**src/rtl/hazard_fwd_ctrl.sv**
```systemverilog
// -----------------------------------------------------------------------------
// hazard_fwd_ctrl
//
// Hazard and forwarding controller for a five-stage pipelined CPU.  A shadow
// pipeline (E, M, W) of destination register, Tnew and result source is kept
// internally, so only D-stage decode information is needed as input.
// Stall and every select are purely combinational from the shadow registers
// and the current D inputs.
//
// Build option:
//   HAZARD_DFWD_EN  defined   : D-stage compare forwarding (CMPAfor/CMPBfor).
//                   undefined : CMPAfor/CMPBfor tied to 0; a Tuse=0 operand that
//                               matches E or M stalls until its producer is in W.
//
// Ports:
//   clk, rst_n          clock, asynchronous active-low reset
//   rs_D, rt_D          D-stage source registers
//   Tuse_rs_D/Tuse_rt_D cycles until each source is consumed (3 = unused)
//   A3_D, Tnew_D, Src_D D-stage destination, result latency, result source
//   Stall               freeze PC and IF/ID, bubble ID/EX
//   ALUAfor/ALUBfor     EX operand selects: 0 RD, 1 ALUResult_MEM, 2 WD_WB, 3 PC8_MEM
//   RD2for              EX store-data select, same codes
//   CMPAfor/CMPBfor     D compare selects: 0 RF, 1 PC8_EX, 2 ALUResult_MEM, 3 PC8_MEM
// -----------------------------------------------------------------------------
module hazard_fwd_ctrl (
    input  logic       clk,
    input  logic       rst_n,
    input  logic [4:0] rs_D,
    input  logic [4:0] rt_D,
    input  logic [1:0] Tuse_rs_D,
    input  logic [1:0] Tuse_rt_D,
    input  logic [4:0] A3_D,
    input  logic [1:0] Tnew_D,
    input  logic [1:0] Src_D,
    output logic       Stall,
    output logic [2:0] ALUAfor,
    output logic [2:0] ALUBfor,
    output logic [2:0] RD2for,
    output logic [2:0] CMPAfor,
    output logic [2:0] CMPBfor
);

    localparam logic [1:0] SRC_ALU   = 2'd1;
    localparam logic [1:0] SRC_PC8   = 2'd3;

    localparam logic [2:0] FWD_RF    = 3'd0;
    localparam logic [2:0] FWD_ALU_M = 3'd1;
    localparam logic [2:0] FWD_WB    = 3'd2;
    localparam logic [2:0] FWD_PC8_M = 3'd3;

    localparam logic [2:0] CMP_RF    = 3'd0;
`ifdef HAZARD_DFWD_EN
    localparam logic [2:0] CMP_PC8_E = 3'd1;
    localparam logic [2:0] CMP_ALU_M = 3'd2;
    localparam logic [2:0] CMP_PC8_M = 3'd3;
`endif

    // Shadow pipeline
    logic [4:0] r_rs_E, r_rt_E, r_A3_E;
    logic [1:0] r_Tnew_E, r_Src_E;
    logic [4:0] r_A3_M;
    logic [1:0] r_Tnew_M, r_Src_M;
    logic [4:0] r_A3_W;

    logic w_stall_rs, w_stall_rt;

    // Register 0 is never a real producer, so it can never match.
    function automatic logic hit(input logic [4:0] r, input logic [4:0] a3);
        return (r != 5'd0) && (r == a3);
    endfunction

    function automatic logic op_stall(
        input logic [4:0] r,
        input logic [1:0] tuse,
        input logic [4:0] a3_e,
        input logic [1:0] tnew_e,
        input logic [4:0] a3_m,
        input logic [1:0] tnew_m
    );
        logic s;
        s = 1'b0;
        if (tuse != 2'd3) begin
            if (hit(r, a3_e) && (tuse < tnew_e)) s = 1'b1;
            if (hit(r, a3_m) && (tuse < tnew_m)) s = 1'b1;
`ifndef HAZARD_DFWD_EN
            // Without compare forwarding a branch must wait for write-through.
            if ((tuse == 2'd0) && (hit(r, a3_e) || hit(r, a3_m))) s = 1'b1;
`endif
        end
        return s;
    endfunction

    // EX-stage select: a ready M producer beats W (it is younger).
    function automatic logic [2:0] fwd_ex(
        input logic [4:0] r,
        input logic [4:0] a3_m,
        input logic [1:0] tnew_m,
        input logic [1:0] src_m,
        input logic [4:0] a3_w
    );
        logic [2:0] sel;
        sel = FWD_RF;
        if (hit(r, a3_m) && (tnew_m == 2'd0) && (src_m == SRC_ALU))
            sel = FWD_ALU_M;
        else if (hit(r, a3_m) && (tnew_m == 2'd0) && (src_m == SRC_PC8))
            sel = FWD_PC8_M;
        else if (hit(r, a3_w))
            sel = FWD_WB;
        return sel;
    endfunction

`ifdef HAZARD_DFWD_EN
    // D-stage compare select; W producers arrive through RF write-through.
    function automatic logic [2:0] fwd_d(
        input logic [4:0] r,
        input logic [4:0] a3_e,
        input logic [1:0] src_e,
        input logic [4:0] a3_m,
        input logic [1:0] tnew_m,
        input logic [1:0] src_m
    );
        logic [2:0] sel;
        sel = CMP_RF;
        if (hit(r, a3_e) && (src_e == SRC_PC8))
            sel = CMP_PC8_E;
        else if (hit(r, a3_m) && (tnew_m == 2'd0) && (src_m == SRC_ALU))
            sel = CMP_ALU_M;
        else if (hit(r, a3_m) && (tnew_m == 2'd0) && (src_m == SRC_PC8))
            sel = CMP_PC8_M;
        return sel;
    endfunction
`endif

    always_comb begin
        w_stall_rs = op_stall(rs_D, Tuse_rs_D, r_A3_E, r_Tnew_E, r_A3_M, r_Tnew_M);
        w_stall_rt = op_stall(rt_D, Tuse_rt_D, r_A3_E, r_Tnew_E, r_A3_M, r_Tnew_M);
        Stall      = w_stall_rs | w_stall_rt;
        ALUAfor    = fwd_ex(r_rs_E, r_A3_M, r_Tnew_M, r_Src_M, r_A3_W);
        ALUBfor    = fwd_ex(r_rt_E, r_A3_M, r_Tnew_M, r_Src_M, r_A3_W);
        RD2for     = fwd_ex(r_rt_E, r_A3_M, r_Tnew_M, r_Src_M, r_A3_W);
`ifdef HAZARD_DFWD_EN
        CMPAfor    = fwd_d(rs_D, r_A3_E, r_Src_E, r_A3_M, r_Tnew_M, r_Src_M);
        CMPBfor    = fwd_d(rt_D, r_A3_E, r_Src_E, r_A3_M, r_Tnew_M, r_Src_M);
`else
        CMPAfor    = CMP_RF;
        CMPBfor    = CMP_RF;
`endif
    end

    always_ff @(posedge clk or negedge rst_n) begin
        if (!rst_n) begin
            r_rs_E   <= 5'd0;
            r_rt_E   <= 5'd0;
            r_A3_E   <= 5'd0;
            r_Tnew_E <= 2'd0;
            r_Src_E  <= 2'd0;
            r_A3_M   <= 5'd0;
            r_Tnew_M <= 2'd0;
            r_Src_M  <= 2'd0;
            r_A3_W   <= 5'd0;
        end else begin
            // A stall inserts an all-zero bubble, which can never match.
            r_rs_E   <= Stall ? 5'd0 : rs_D;
            r_rt_E   <= Stall ? 5'd0 : rt_D;
            r_A3_E   <= Stall ? 5'd0 : A3_D;
            r_Tnew_E <= Stall ? 2'd0 : Tnew_D;
            r_Src_E  <= Stall ? 2'd0 : Src_D;
            r_A3_M   <= r_A3_E;
            r_Tnew_M <= (r_Tnew_E == 2'd0) ? 2'd0 : (r_Tnew_E - 2'd1);
            r_Src_M  <= r_Src_E;
            r_A3_W   <= r_A3_M;
        end
    end

endmodule

```
**config.mk**
```make
export PLATFORM = sky130hd
export DESIGN_NAME = hazard_fwd_ctrl
export DESIGN_NICKNAME = d
export VERILOG_FILES = /design/src/rtl/hazard_fwd_ctrl.sv
export SDC_FILE = /design/constraint.sdc
export NUM_CORES = 1
export LEC_CHECK = 0
export ABC_AREA = 1
export ABC_CLOCK_PERIOD_IN_PS = 2600
export CAP_MARGIN = 20
export CORE_UTILIZATION = 40
export DETAILED_ROUTE_END_ITERATION = 8
export PLACE_DENSITY = 0.66
export SYNTH_ARGS = -nofsm -noshare
export SYNTH_HDL_FRONTEND = slang
export SYNTH_SLANG_ARGS = --single-unit
export TNS_END_PERCENT = 50
```
**constraint.sdc**
```tcl
create_clock -name clk -period 2.6 [get_ports clk]
set_clock_uncertainty 0.05 [all_clocks]
set_input_delay 0.52 -clock clk [delete_from_list [all_inputs] [get_ports clk]]
set_output_delay 0.52 -clock clk [all_outputs]
set_load 0.01 [all_outputs]
```
==> reports/metrics.yaml <==
run_status: "completed"
setup_viol_count_final: 0
cts_made_buffers: 5
ant_nets: 0
totalWireLength_um: 4196
maxClockFrequency_mhz: 422.5
rrSetupSlack_ps: 790
design_area_mm2: 0.002630
most_common_library_cells_after_synthesis: "nand2_1 (40), dfrtp_1 (33), inv_1 (31)"
row_count: 25
drt-vias-per-instance: 4.508
min_delay_worst_endpoint: "r_Src_M[1]$_DFF_PN0_"
finalHoldViolations: 0
fin_util_pct: 55.32
timing.hold.worst.class: "reg2reg"
r2r_cells: 10
worstSkewPairLatency_ps: 290
drt_pre_antenna_iters: 4
post_synth_inst_count: 235
min_period_over_period_pct: 91.03
floorplan.die_area_mm2: 0.005272
crit_required_ps: 2030
post-place-cells: 342
worst_r2r_endpoint: "r_rt_E[4]$_DFF_PN0_"
static-leakage-power_nw: 1.417
drt_first_iter_violations: 69
deepest_level_of_the_cts_h_tree: 2
vdd_drop_max_uv: 250.7
min_from: "r_Src_E[1]$_DFF_PN0_"
ys_dominant_reg_cell: "dfrtp_1"
finalWeightedCongestion: 0.8381
cts_sinks: 33
initial_core_util_pct: 41.95
asyncSetResetFlopFracSynth_pct: 100.0
first_global_vias: 1552
rsz0062_at_grt: "false"
cts.path.max_buffers: 2
worst_setup_slack_after_layout_ps: 233.1
start_kind: "flip-flop"
die_width_um: 72.61
synth_largest_area_cell: "dfrtp_1"
drv.max_cap_violation_count: 0
tritoncts: "done"
maximum_number_of_pins_on_one_net_before_global_route_repair: 34
whs_path_depth: 0
placeableCoreArea_mm2: 0.004755
postCtsHoldBufs: 0
critical_path_sink_type: "output pin"
netlist_top_cells_area: "dfrtp_1 (41%), nand2_1 (7.5%), xnor2_1 (7.5%)"
syn-mean-instance-area_um2: 8.487
design.portCount: 41
seqCellArea_um2: 830.8
clock_root_buffer: "clkbuf_8"
most_frequently_used_cell_type_in_the_post_synthesis_netlist: "nand2_1"
cts.reportedPaths.clkPinSlew_ps: 60
place_worst_setup_slack_ps: -298.8
fill_cells: 457
synth_cell_type_count: 26
placed_area_mm2: 0.002434
timing.rr.start: "r_A3_M[2]$_DFF_PN0_"
timing_worst_setup_path_type: "reg2out"
finalCriticalPeriod_ps: 2367
synth_largest_type_area_fraction_pct: 41.41
netlist_area_mm2: 0.001994
edff_count_synth: 0
drcViolationCount: 0
yosys_warns: 0
die-height_um: 72.61
numPortBuffers: 31
multi_input_area_um2: 967.2
antenna_found_initial: 0
drive_gt1_share_pct: 18.82
instances_no_fill: 354
seq_area_frac_synth_pct: 41.41
wire_per_inst_um: 11.85
antenna-diode-count: 0
overflow: 0
power_density_mw_per_mm2: 550.0
grt_pass1_wl_um: 7100
vias: 1596
flow.area_growth_from_synthesis_pct: 31.87
fin_nets: 315
report.final.slew_viol_count: 0
grt_util_all_layers_pct: 18.19
worstPathMaxFanout: 4
ys_seq_elements: 33
hpwlAfterDp_um: 3220
arrival_time_of_the_worst_setup_path_ps: 1800
[report_power, final]
group	switching (mW)	internal (mW)	leakage, nW
combinational	0.162	0.163	0.971
sequential	0.0601	0.566	0.388
clock	0.183	0.312	0.0585
total	0.405	1.04	1.42
[flip-flops by register name, indices dropped and copies added, names as in the netlist]
name and flops:
r_A3_E 5, r_Tnew_E 2, r_A3_M 5, r_Src_E 2
r_A3_W 5, r_rt_E 5, r_Tnew_M 2, r_Src_M 2
r_rs_E 5
[cells in the final DEF, fill, tap and decap left out]
cell type        count
a21oi_1              4
buf_12               1
buf_4               18
bufinv_16            1
clkbuf_1             1
clkbuf_8             6
clkdlybuf4s15_2      1
clkdlybuf4s50_1     12
conb_1               9
dfrtp_1             29
dfrtp_2              4
dlygate4sd2_1        3
dlymetal6s2s_1      15
ha_1                 4
inv_1               30
inv_2                5
nand2_1             40
nand2_2              4
nand2_4              1
nand3_1              7
nand3b_1             1
nand4_1              3
nor2_1              18
nor2_2               2
nor3_1              12
nor3_2              11
nor4_1               4
nor4b_1              1
o211ai_1             2
o21ai_0              2
o21ai_1              1
o22ai_1              2
xnor2_1             17
xor2_1              16
[routing by layer]
metal  track usage, %  share of wire [%]
met5                0                  0
met4            7.843                2.8
met3            4.420                3.9
met2            32.92                 53
met1            20.27                 41
[critical path, stage by stage (launching register included)]
cell and delay [ps]:
dfrtp_2 450, xnor2_1 170, o211ai_1 110, nor3_1 190
nand2_1 90, inv_1 80, nor2_1 40, nor2_1 110
dlygate4sd2_1 270
[worst max-delay path by stage]
stage,to,cells after the start,startpoint,slack [ps]
after floorplan,RD2for[1],9,r_A3_M[4]$_DFF_PN0_,540
after global placement,Stall,8,Tuse_rt_D[1],-340
after detailed placement,Stall,8,Tuse_rt_D[1],-300
after CTS,ALUAfor[1],5,r_A3_M[0]$_DFF_PN0_,-60
after global routing,ALUBfor[1],8,r_A3_M[2]$_DFF_PN0_,40
final,ALUBfor[1],8,r_A3_M[2]$_DFF_PN0_,230
[metrics by stage]
step,setup TNS [ps],hold slack [ps],total power [mW]
final,0,297.1,1.447
after floorplan,0,174.4,0.8299
after CTS,-58.91,299.6,1.459
after global placement,-343.2,285.3,0.9463
after global routing,0,308.7,1.531
after detailed placement,-298.8,284.7,0.9530
[cells by family after synthesis]
| group | share of synthesized area [%] |
|---|---|
| AOI/OAI and AO/OA | 3.136 |
| xor gates and xnor gates | 14.49 |
| adders and majority gates | 2.510 |
| buffers and inverters | 12.11 |
| DFF | 41.41 |
| other | 0.1880 |
| and+or+nand+nor | 26.16 |
[layout make-up]
type	count	share of cell area, %
Multi-Input combinational cell	161	36.77
Timing Repair Buffer	50	19.03
Clock buffer	7	3.283
Tap cell	67	3.187
Sequential cell	33	31.59
Clock inverter	1	1.142
Inverter	35	4.995
[repair_timing]
item | 4_1_cts | 5_1_grt
pin swaps | 0 | 2
gates resized for setup | 11 | 18
setup endpoints to repair | 5 | 4
setup buffers | 4 | 0
Power figures use the tool's default switching activity.
==> variant 1, RTL diff (same flow settings) <==
Make the reset (`rst_n`) synchronous in one clocked block. Comments in the files are not updated.
--- a/src/rtl/hazard_fwd_ctrl.sv
+++ b/src/rtl/hazard_fwd_ctrl.sv
@@ -147,7 +147,7 @@
 `endif
     end
 
-    always_ff @(posedge clk or negedge rst_n) begin
+    always_ff @(posedge clk) begin
         if (!rst_n) begin
             r_rs_E   <= 5'd0;
             r_rt_E   <= 5'd0;
Formal check against the unedited RTL: differs if rst_n is asserted again (counterexample within 4 cycles, from zero or initial values and one cycle with rst_n low); with rst_n held inactive, the same outputs for 10 cycles.
==> variant 1 against the unedited design <==
  * The run now ends with design-rule violations left
  * Sequential cell count unchanged
  * Non-clock buffer count shrank 4
  * Worst setup slack worse by 0.21 ns
  * Synthesized area down 4.6%
  * Final cell count is 6.2% higher
  * Power fell by 8.4%
  * Highest routed layer unchanged
  * Wire length is 11% lower
  * Sequential power fell by 9.3%
  * Via count rose by 1.1%
  * Final area down 6.5%
==> variant 1: results (changes against the unedited design) <==
stage;metric;value;unit;change
run_status;status;complete, but fails checks;;
run_status;violations;design-rule violations;;
placement;placed_area;2286;sq um;-6.1%
cells_and_area;seq_share;27.42;%;-4.2 points
grt;grt.total_usage;16.43;%;-1.8 points
cells_and_area;multi_input_area_share;39.22;%;+2.4 points
cells_and_area;clock_cell_area_share;4.883;%;+0.46 points
worst_setup_path;cp-endpoint;Stall;;
synthesis;synth_ff_type;dfxtp_1;;
synthesis;ys_top_cells_by_count;69 x nand2_1, 56 x inv_1, 36 x nor2_1;;
synthesis;synth_cell_type_count;21;;-19%
pwr;ir_drop;283.4;uV;+13%
pwr;power_leakage;1.398;nW;-1.4%
cells_and_area;final_nets;353;;+12%
detailed_routing;dr_wl_met2;1.815;mm;-18%
detailed_routing;drc;6;;+6
pwr;comb_power_share;19.5;%;-3.0 points
worst_setup_path;critPathSlowestCell;clkdlybuf4s50_1;;
synthesis;synthTopCellsByArea;dfxtp_1 35%, nand2_1 14%, inv_1 11%;;
cells_and_area;area_growth;29.26;%;
cells_and_area;clkbuf_count;6;;-1
worst_setup_path;crit_start;rs_D[0];;
synthesis;yosysSeqAreaShare;34.71;%;-6.7 points
pwr;p_int;975.0;uW;-6.4%
timing;fin_ws;0.02435;ns;-0.2088 ns
placement;place_congestion;0.8462;;+0.97%
placement;dpl.hpwl;2.969;mm;-7.8%
pwr;total_power;1.325;mW;-8.4%
worst_hold_path;hold_path_depth;2;;+2
worst_setup_path;rr_worst_depth;11;;+1
cells_and_area;multi_input_gates;181;;+12%
worst_hold_path;min_to;r_Src_M[0];;
grt;use_met1;18.75;%;-1.5 points
detailed_routing;met1_length;1.698;mm;-0.70%
grt;use_met3;4.701;%;+0.28 points
detailed_routing;dr.pass1.iters;6;;+2
pwr;p_seq_share;42.8;%;-0.5 points
worst_setup_path;reg2reg_from;r_Tnew_M[1];;
cells_and_area;n_fill_cell;432;;-5.5%
worst_setup_path;worstPathMaxFanout;3;;-1
placement;dp_worst_setup_slack;-0.3521;ns;-0.05324 ns
detailed_routing;initialDrtViolationCount;60;;-13%
grt;grt_max_degree;20;;-41%
cells_and_area;buffers;46;;-8.0%
detailed_routing;wl_met3;150;microns;-7.4%
timing;hold_ws;0.3694;ns;+0.07231 ns
cells_and_area;inv_count;56;;+60%
==> variant 1: logic make-up after synthesis <==
family | Yosys count | share of synthesized area [%]
compound gates | 7 | 1.841
xor+xnor | 30 | 13.81
fa+ha+maj | 5 | 3.287
buf+inv | 73 | 17.75
flops | 33 | 34.71
other cells | 1 | 0.1970
simple gates | 130 | 28.40
==> variant 1: what timing repair did <==
| action | CTS | global route |
|---|---|---|
| cloned | 0 | 0 |
| setup endpoints to repair | 7 | 7 |
| pin swaps | 1 | 3 |
| buffers inserted | 0 | 1 |
| resized for setup | 22 | 11 |
==> variant 1: worst max-delay path, delay by kind of cell <==
kind	cells	cell delay, ns
buffers and inverters	4	0.88
AND/OR/NAND/NOR	8	0.60
==> variant 1: stage by stage <==
| step | cells | TNS [ns] |
|---|---|---|
| floorplan | 287 | 0 |
| global placement | 367 | -0.3728 |
| detailed placement | 367 | -0.3521 |
| CTS | 375 | 0 |
| global route | 376 | -0.1980 |
| finish | 376 | 0 |
==> variant 2, RTL diff (same flow settings) <==
Made on the original files. The option `HAZARD_DFWD_EN` is turned on by a define.
--- a/src/rtl/hazard_fwd_ctrl.sv
+++ b/src/rtl/hazard_fwd_ctrl.sv
@@ -22,6 +22,8 @@
 //   RD2for              EX store-data select, same codes
 //   CMPAfor/CMPBfor     D compare selects: 0 RF, 1 PC8_EX, 2 ALUResult_MEM, 3 PC8_MEM
 // -----------------------------------------------------------------------------
+`define HAZARD_DFWD_EN
+
 module hazard_fwd_ctrl (
     input  logic       clk,
     input  logic       rst_n,
Formal check against the unedited RTL: not equivalent (Yosys sat finds a counterexample within 4 cycles, from zero or initial values and one cycle with rst_n low).
==> variant 2 against the unedited design <==
  * Synthesized cell count is 7.2% higher
  * Wire length is 0.76% lower
  * Sequential cell count stayed put
  * Critical path depth is 1 lower
  * Die area is 0.30% higher
  * Power is 13% lower
  * Combinational power is 17% lower
  * Final area is 0.38% lower
  * Worst setup slack worse by 0.12 ns
  * Synthesized area is 0.31% higher
  * Global-route usage is 0.48 points higher
  * Critical path type unchanged
==> variant 2: results (changes against the unedited design) <==
stage;metric;value;unit;change
placement;port_buffers;35;;+13%
worst_setup_path;crit_start;r_A3_M[1];;
cells_and_area;n_antenna_cell;0;;unchanged
timing;layout_min_cycle_time;2.485;ns;+0.1180 ns
grt;grt.total_usage;18.67;%;+0.48 points
placement;place_congestion;0.8290;;-1.1%
synthesis;ys_top_cells_by_count;57 x nand2_1, 36 x inv_1, 33 x dfrtp_1;;
grt;antenna_found_initial;0;;unchanged
synthesis;synth_compound_area_share;1.313;%;-1.8 points
grt;grt_pass1_vias;1625;;+4.7%
synthesis;ys_warn_count;0;;unchanged
clocking;cts_buffers;5;;unchanged
grt;grt_pass1_wl;7.369;mm;+3.8%
detailed_routing;vias;1654;;+3.6%
synthesis;synth_ff_type;dfrtp_1;;
synthesis;synth-adder-area-share;2.502;%;-0.0078 points
grt;grt_max_degree;34;;unchanged
detailed_routing;initialDrtViolationCount;59;;-14%
synthesis;synthTopCellsByArea;dfrtp_1 41%, nand2_1 11%, inv_1 6.8%;;
worst_setup_path;worstPathMaxFanout;7;;+3
worst_setup_path;reg2reg_from;r_Tnew_E[1];;
cells_and_area;n_fill_cell;469;;+2.6%
pwr;ir_drop;229.7;uV;-8.4%
worst_setup_path;r2r_slack;0.83;ns;+0.04 ns
cells_and_area;final_nets;331;;+5.1%
run_status;status;completed;;
clocking;clockBufferDepth;2;;unchanged
pwr;power_leakage;1.406;nW;-0.75%
worst_setup_path;crit_arrival;1.91;ns;+0.11 ns
worst_setup_path;rr_worst_depth;9;;-1
pwr;switching_share;28.88;%;+0.87 points
worst_setup_path;cp-endpoint;ALUAfor[1];;
synthesis;postSynth.asyncResetShare;100.0;%;unchanged
clocking;cts.clk_slew.worst_paths;0.07;ns;
synthesis;synth-xor-area-share;11.38;%;-3.1 points
cells_and_area;drive_above_1_share;22.19;%;+3.4 points
clocking;htreeDepth;2;;unchanged
clocking;clk_latency;0.28;ns;
detailed_routing;wl_per_cell;11.28;microns;-4.8%
synthesis;synth_mux_area_share;0;%;unchanged
placement;dp_worst_setup_slack;-0.2739;ns;+0.02494 ns
detailed_routing;dr.pass1.iters;4;;unchanged
clocking;cts_root_buffer;clkbuf_8;;
placement;dpl.hpwl;3.289;mm;+2.1%
synthesis;synth_cell_type_count;24;;-7.7%
worst_hold_path;hold_path_class;reg2reg;;
worst_setup_path;reg2reg_to;r_rs_E[4];;
synthesis;yosysSeqAreaShare;41.28;%;-0.13 points
variant 2: changes by cell type after synthesis, moves of 3 or more:
cell	unedited run	this run
and3_1	0	3
buf_4	11	7
or2_1	0	3
nor4_1	4	1
nor3_1	13	6
xor2_1	16	11
nor3_2	10	0
inv_1	31	36
nand3_1	7	15
nand2_1	40	57
nor2_1	20	14
nor2_2	0	21
nand4_1	3	7
variant 2: cell type report:
| type | instances | area share [%] |
|---|---|---|
| repair buffers | 48 | 17.72 |
| inverters | 40 | 5.731 |
| well taps | 67 | 3.200 |
| clock buffers | 7 | 3.295 |
| multi-input cells | 174 | 38.44 |
| flip-flops and latches | 33 | 31.61 |
variant 2: layer usage:
layer	track usage, %	share of wire, %
met5	0	0
met4	6.318	1.5
met3	4.420	4.6
met2	30.22	47
met1	24.60	46
variant 2: metrics by stage:
stage                     cell area [sq um]  instances  util [%]
final                                  2620        369     55.11
after global routing                   2620        369     55.11
after CTS                              2575        369     54.16
after detailed placement               2465        361     51.84
after global placement                 2465        361     51.84
after floorplan                        2016        256         -
variant 2: what timing repair did:
| item | CTS | global route |
|---|---|---|
| resized for setup | 19 | 20 |
| pin swaps | 2 | 1 |
| endpoints found under the setup margin | 7 | 7 |
| hold endpoints to repair | 0 | 0 |
| hold buffers | 0 | 0 |
| buffers inserted | 1 | 0 |
variant 2: power groups by stage:
stage	clock network (mW)	registers (mW)	logic, mW
finish	0.387	0.597	0.269
global route	0.426	0.603	0.308
CTS	0.394	0.595	0.271
detailed placement	0	0.604	0.264
global placement	0	0.603	0.260
floorplan	0	0.591	0.168
variant 2: critical path, stage by stage, from the launching register on:
cell	delay, ns
dfrtp_1	0.49
or2_1	0.29
nand3_1	0.09
nor2_1	0.05
nand3_1	0.07
nand2_1	0.05
nand2_1	0.06
clkdlybuf4s50_1	0.53
variant 2: worst min path at each step:
stage / start / to / slack [ns] / depth (start not counted)
after floorplan: rst_n / r_A3_E[0] / 0.17 / 0
after global placement: r_Src_E[1] / r_Src_M[1] / 0.31 / 0
after detailed placement: r_Src_E[1] / r_Src_M[1] / 0.32 / 0
after CTS: r_Src_E[1] / r_Src_M[1] / 0.34 / 0
after global routing: r_Src_E[1] / r_Src_M[1] / 0.36 / 0
final: r_Src_E[1] / r_Src_M[1] / 0.33 / 0
variant 2: kinds of logic after synthesis:
family / after synthesis
compound gates: 5
xor+xnor: 26
fa+ha+maj: 4
buf+inv: 49
flops: 33
other cells: 1
simple gates: 134
